`src/rtl/fifo_stream_reader.sv`:
```
// Read-side controller for a synchronous FIFO: issues reads, absorbs the 1-cycle read
// latency in a 2-entry buffer and presents the words as a framed valid/ready stream.
module fifo_stream_reader #(
  parameter int width     = 8,
  parameter int burst_len = 4,
  parameter int cnt_w     = ($clog2(burst_len) > 0) ? $clog2(burst_len) : 1
) (
  input  logic             clk,
  input  logic             rst,
  input  logic             en,
  input  logic             fifo_empty,
  input  logic [width-1:0] fifo_rdata,
  output logic             fifo_ren,
  output logic             out_valid,
  input  logic             out_ready,
  output logic [width-1:0] out_data,
  output logic             out_last,
  output logic             burst_done
);

  typedef enum logic [1:0] {
    OCC_EMPTY = 2'd0,
    OCC_ONE   = 2'd1,
    OCC_TWO   = 2'd2
  } occ_e;

  localparam logic [cnt_w-1:0] LAST_BEAT = cnt_w'(burst_len - 1);

  occ_e             occ_q, occ_d;
  logic             inflight_q;
  logic [cnt_w-1:0] beat_q, beat_d;
  logic [width-1:0] head_q, head_d;
  logic [width-1:0] tail_q, tail_d;
  logic             done_q, done_d;
  logic             pop;
  logic             capture;
  logic [2:0]       committed;

  assign out_valid  = (occ_q != OCC_EMPTY);
  assign out_data   = head_q;
  assign out_last   = out_valid && (beat_q == LAST_BEAT);
  assign burst_done = done_q;

  assign pop     = out_valid && out_ready;
  assign capture = inflight_q;

  // Words held plus in flight, less the one leaving this cycle; a read may only
  // be issued while that leaves room in the 2-entry buffer.
  assign committed = 3'(occ_q) + 3'(inflight_q) - 3'(pop);
  assign fifo_ren  = !rst && en && !fifo_empty && (committed < 3'd2);

  always_comb begin
    occ_d  = occ_q;
    head_d = head_q;
    tail_d = tail_q;
    beat_d = beat_q;
    done_d = pop && out_last;
    unique case ({capture, pop})
      2'b10: begin
        unique case (occ_q)
          OCC_EMPTY: begin
            head_d = fifo_rdata;
            occ_d  = OCC_ONE;
          end
          OCC_ONE: begin
            tail_d = fifo_rdata;
            occ_d  = OCC_TWO;
          end
          default: ;
        endcase
      end
      2'b01: begin
        head_d = tail_q;
        occ_d  = (occ_q == OCC_TWO) ? OCC_ONE : OCC_EMPTY;
      end
      2'b11: begin
        // Head leaves while a new word lands: it goes behind any remaining word.
        if (occ_q == OCC_ONE) begin
          head_d = fifo_rdata;
        end else begin
          head_d = tail_q;
          tail_d = fifo_rdata;
        end
      end
      default: ;
    endcase
    if (pop) begin
      beat_d = (beat_q == LAST_BEAT) ? '0 : beat_q + cnt_w'(1);
    end
  end

  always_ff @(posedge clk) begin
    if (rst) begin
      occ_q      <= OCC_EMPTY;
      inflight_q <= 1'b0;
      beat_q     <= '0;
      done_q     <= 1'b0;
      head_q     <= '0;
      tail_q     <= '0;
    end else begin
      occ_q      <= occ_d;
      inflight_q <= fifo_ren;
      beat_q     <= beat_d;
      done_q     <= done_d;
      head_q     <= head_d;
      tail_q     <= tail_d;
    end
  end

endmodule

```
`config.mk`:
```
export PLATFORM = sky130hd
export DESIGN_NAME = fifo_stream_reader
export DESIGN_NICKNAME = d
export VERILOG_FILES = /design/src/rtl/fifo_stream_reader.sv
export SDC_FILE = /design/constraint.sdc
export NUM_CORES = 1
export LEC_CHECK = 0
export CAP_MARGIN = 25
export CORE_AREA = 2 2 63 50
export DETAILED_ROUTE_END_ITERATION = 10
export DIE_AREA = 0 0 65 52
export PLACE_DENSITY = 0.76
export REMOVE_ABC_BUFFERS = 1
export SETUP_SLACK_MARGIN = 0.5
export SLEW_MARGIN = 20
export SYNTH_ARGS = -nofsm -noshare
export SYNTH_HDL_FRONTEND = slang
export SYNTH_SLANG_ARGS = --single-unit
export TNS_END_PERCENT = 50
```
`constraint.sdc`:
```
create_clock -name clk -period 4.9 [get_ports clk]
set_input_delay 0.98 -clock clk [delete_from_list [all_inputs] [get_ports clk]]
set_output_delay 0.98 -clock clk [all_outputs]
set_load 0.05 [all_outputs]
```
# Word level (Yosys, flattened, before mapping)
# Index checks and enable logic that the tools add are counted.
[classes]
n_reduce_logical = 16
n_addsub = 3
muxes = 9
order_cmp = 1
eq_ne = 9
[ops]
columns = ["cell", "count"]
rows = [
  ["2-to-1 mux 8 bit", 3],
  ["one-hot mux 8 bit (3 select lines)", 1],
  ["one-hot mux 8 bit (2 select lines)", 1],
  ["== test 2 bit (second input constant)", 4],
  ["one-hot mux 2 bit (2 select lines)", 2],
  ["logical AND 1 bit", 6],
  ["AND reduction 2 bit", 3],
  ["nonzero test 2 bit", 3],
  ["== test 2 x 1 -> 1 bit (second input constant)", 2],
  ["adder 2 x 1 -> 3 bit", 1],
  ["less-than comparator 3 x 2 -> 1 bit (second input constant)", 1],
  ["inequality test 3 x 2 -> 1 bit (second input constant)", 1],
  ["nonzero test 3 bit", 1],
  ["subtractor 3 x 1 -> 3 bit", 1],
  ["adder 2 x 1 -> 2 bit (second input constant)", 1],
  ["zero test 1 bit", 2],
  ["zero test 2 bit", 1],
  ["2-to-1 mux 2 bit", 1],
  ["inequality test 2 x 1 -> 1 bit (second input constant)", 1],
  ["inequality test 2 bit (second input constant)", 1],
  ["2-to-1 mux 1 bit", 1],
]
[totals]
register_bits = 22
wordCells = 44
out_inout_bits = 12

# Depth between registers and ports, before layout
[logic_depth]
ltp_word = 5
depth_mapped = 7
depth_no_buf = 7

# Least setup slack after synthesis
# No wires, ideal clock.
[synth_timing]
path_type = "in2out"
startpoint = "in out_ready"
endpoint = "out fifo_ren"
path_buffers = 0
arrival_time_ns = 3.691
cell_stages = 6
path_slack_ns = 0.229
cell_sequence = "o21ai_1 > ha_1 > or2b_1 > fa_1 > nand2_1 > nor4_1"
[synth_between]
elab_chain_len = 4
[synth_rtl]
columns = ["item", "line_no", "source"]
rows = [
  ["from (decl)", "15", "input logic out_ready,"],
  ["logical AND 1 bit", "44", "assign pop = out_valid && out_ready;"],
  ["subtractor 3 x 1 -> 3 bit", "49", "assign committed = 3'(occ_q) + 3'(inflight_q) - 3'(pop);"],
  ["less-than comparator 3 x 2 -> 1 bit", "50", "assign fifo_ren = !rst && en && !fifo_empty && (committed < 3'd2);"],
  ["logical AND 1 bit", "50", ""],
  ["to (decl)", "13", "output logic fifo_ren,"],
]
# Every way passes these cells.

# Worst setup path in the final report
# Same ends and word-level chain as after synthesis.

==> flow_summary_export.csv <==
group,metric,value,unit
cells_and_area,stdcell_count,201,
critical_path,startpoint_type,"input port",
sta,finalSetupTns,0,ns
cells_and_area,multi_input_area,807,um2
clocking,htree_levels,1,
run,cap_violations,0,
logic_synthesis,async_flop_share,0,%
cells_and_area,fin_nets,183,
sta,rsz0062_at_grt,"false",
drt,drt-total-wl,2990,um
logic_synthesis,synth_area,0.00134,mm2
clocking,cts.path.max_buffers,2,
floorplanning,num_rows,17,
grt,grt_usage,19.6,%
sta,max_slew_margin,55.6,%
logic_synthesis,synthTopCellsByCount,"22 x dfxtp_1, 22 x nand2_1, 12 x nor2_1, 10 x a221oi_1, 9 x mux2i_1",
cells_and_area,n_antenna_cell,0,
logic_synthesis,yosysSeqAreaShare,32.9,%
clocking,cts_resized,0,
critical_path,worstPathArrival,3.31,ns
clocking,clk_pin_slew,0.08,ns
logic_synthesis,yosysUniqueCellTypes,33,
critical_path,cp.required,3.92,ns
logic_synthesis,synth-edff-count,0,
logic_synthesis,netlist_instances,142,
floorplanning,dieArea,0.00338,mm2
sta,finalMaxSlewViolations,0,
cells_and_area,regArea,440,um2
sta,max_freq,0.233,GHz
logic_synthesis,avgSynthCellArea,9.43,um2
pwr,ir_drop,0.000121,V
logic_synthesis,synth_area_leaders,"dfxtp_1 33%, mux2i_1 6.7%, a221oi_2 6.7%",
drt,firstDrtPassIters,4,
cells_and_area,nFillCells,241,
grt,overflow,0,
floorplanning,coreArea,0.00279,mm2
clocking,ctsHoldBuffers,0,
pwr,power_switching_share,30.1,%
sta,finalHoldViolations,0,
critical_path,worstSetupPathType,"input port to output port",
critical_path,cp_top_family,"adder cells",
pwr,p_leak,0.559,nW
hold_path,hp-class,"flip-flop to flip-flop",
logic_synthesis,ys.flop_type,"dfxtp_1",
clocking,post_cts_buffers,0,
critical_path,end_kind,"output port",
sta,worst_slew_pin_slew,0.663,ns
grt,grt_first_pass_wirelength,5080,um
floorplanning,io_pins,25,
clocking,numCtsBuffers,3,
pwr,p_comb_share,24.5,%
sta,clock_skew,0.00170,ns
outcome,outcome,"complete, no violations",
logic_synthesis,ys_seq_elements,22,
cells_and_area,drive_gt1_share,15.3,%
clocking,clk_latency,0.26,ns
pwr,p_per_area,264,mW/mm2
critical_path,crit_chain,"clkdlybuf4s50_1, o21ai_1, ha_1, or2b_1, fa_1, nand2_1, nor4_1, buf_4",
critical_path,slowest_delay,0.48,ns
logic_synthesis,ys.warnings.count,0,
cells_and_area,area_delta_synth_final,21.7,%
floorplanning,start_util,48.0,%
placement,gp_congestion,0.722,
drt,via_count,1200,
grt,grt_start_max_net_pins,26,
sta,finalCritPeriodShare,87.6,%
grt,grt_pass1_vias,1123,
pwr,seqPwrFrac,44.9,%
drt,wire_per_inst,14.9,um
placement,dp_hpwl,2020,um
placement,numPortBuffers,24,
logic_synthesis,synth_top_cell_area_share,32.9,%
drt,ant_nets,0,
floorplanning,die_h,52,um
clocking,cts_tree,"yes",
clocking,cts_root_buf,"clkbuf_8",
placement,dp_cells,197,
floorplanning,die_x,65,um
clocking,numClockSinks,22,
critical_path,cp_max_fo,5,
drt,via_per_inst,5.97,
sta,period_minus_slack,4.29,ns
drt,first_iter_violations,40,
drt,drc,0,
grt,antenna_found_initial,0,
pwr,clock_power_share,30.6,%
pwr,intPower,0.301,mW
critical_path,slowest_stage,"clkdlybuf4s50_1",
critical_path,crit_buf_inv,2,
logic_synthesis,yosysTopAreaCell,"dfxtp_1",
pwr,p_sw,0.130,mW
sta,setup_violations,0,
-- flip-flops by register name, summed over array words and instances, names as in the netlist --
signal and cells:
out_data 8, tail_q 8, beat_q 2, occ_q 2, burst_done 1, capture 1
-- cell usage in the layout (no fill, tap or decap), types with 2 or more instances in the layout --
cell / netlist / layout
nor4_1: 2 / 2
mux2_2: 8 / 8
a21oi_1: 3 / 3
buf_4: 0 / 3
dfxtp_1: 22 / 22
a221oi_1: 10 / 10
clkdlybuf4s50_1: 0 / 23
clkbuf_8: 0 / 4
nand2_1: 22 / 22
mux2i_1: 9 / 9
inv_1: 2 / 2
nor2_1: 12 / 12
a221oi_2: 6 / 6
a31oi_1: 8 / 8
ha_1: 5 / 5
a211oi_1: 8 / 8
-- worst register-to-register path: cells and delay by family (launching register included) --
family	cells	cell delay, ns
AOI/OAI and AO/OA	3	0.78
adders and majority gates	1	0.22
buffers and inverters	2	0.37
DFF	1	0.40
and+or+nand+nor	1	0.55
-- logic make-up after synthesis --
logic type | after synthesis | share of synthesized area [%]
multiplexers | 17 | 13.5
AO/OA/AOI/OAI | 40 | 25.8
buffers and inverters | 13 | 6.82
adder cells (fa/ha/maj) | 6 | 6.17
AND/OR/NAND/NOR | 43 | 14.2
XOR/XNOR | 1 | 0.654
flip-flops | 22 | 32.9
-- stage by stage --
| stage | utilization [%] | hold WS [ns] | power [mW] | setup WS [ns] | instance area (um2) |
|---|---|---|---|---|---|
| 3_3_place_gp | 55.9 | 0.465 | 0.298 | 0.794 | 1560 |
| 6_report | 58.5 | 0.479 | 0.431 | 0.607 | 1630 |
| 4_1_cts | 58.5 | 0.476 | 0.436 | 0.618 | 1630 |
| 3_5_place_dp | 56.5 | 0.465 | 0.303 | 0.618 | 1570 |
| 2_1_floorplan | - | 0.434 | 0.262 | 0.229 | 1260 |
| 5_1_grt | 58.5 | 0.491 | 0.453 | 0.513 | 1630 |
-- final cells by class --
| class | count | area share [%] |
|---|---|---|
| Inverter | 3 | 0.691 |
| Sequential cell | 22 | 27.0 |
| Multi-Input combinational cell | 107 | 49.5 |
| Clock buffer | 4 | 3.38 |
| Timing Repair Buffer | 27 | 16.4 |
| Tap cell | 38 | 2.92 |
-- power groups by stage --
stage | clock (mW) | sequential [mW] | combinational, mW
finish | 0.132 | 0.193 | 0.106
global route | 0.145 | 0.195 | 0.113
CTS | 0.137 | 0.193 | 0.106
detailed placement | 0 | 0.198 | 0.105
global placement | 0 | 0.197 | 0.101
floorplan | 0 | 0.218 | 0.0443
-- metal layers --
layer / routed length (um) / vias to the layer above / track usage, %
li1: - / 577 / -
met1: 1430 / 587 / 24.5
met4: 7 / 0 / 3.19
met3: 155 / 2 / 5.41
met2: 1390 / 34 / 34.5
met5: 0 / - / 0
-- worst paths after layout --
path / startpoint / to / slack, ns / cells past startpoint
setup / recovery: out_ready / fifo_ren / 0.61 / 8
hold / removal: beat_q[1] / beat_q[1] / 0.48 / 2
setup reg to reg: occ_q[1] / out_data[1] / 2.49 / 7
hold reg to reg: beat_q[1] / beat_q[1] / 0.48 / 2
(Power assumes the default switching activity.)
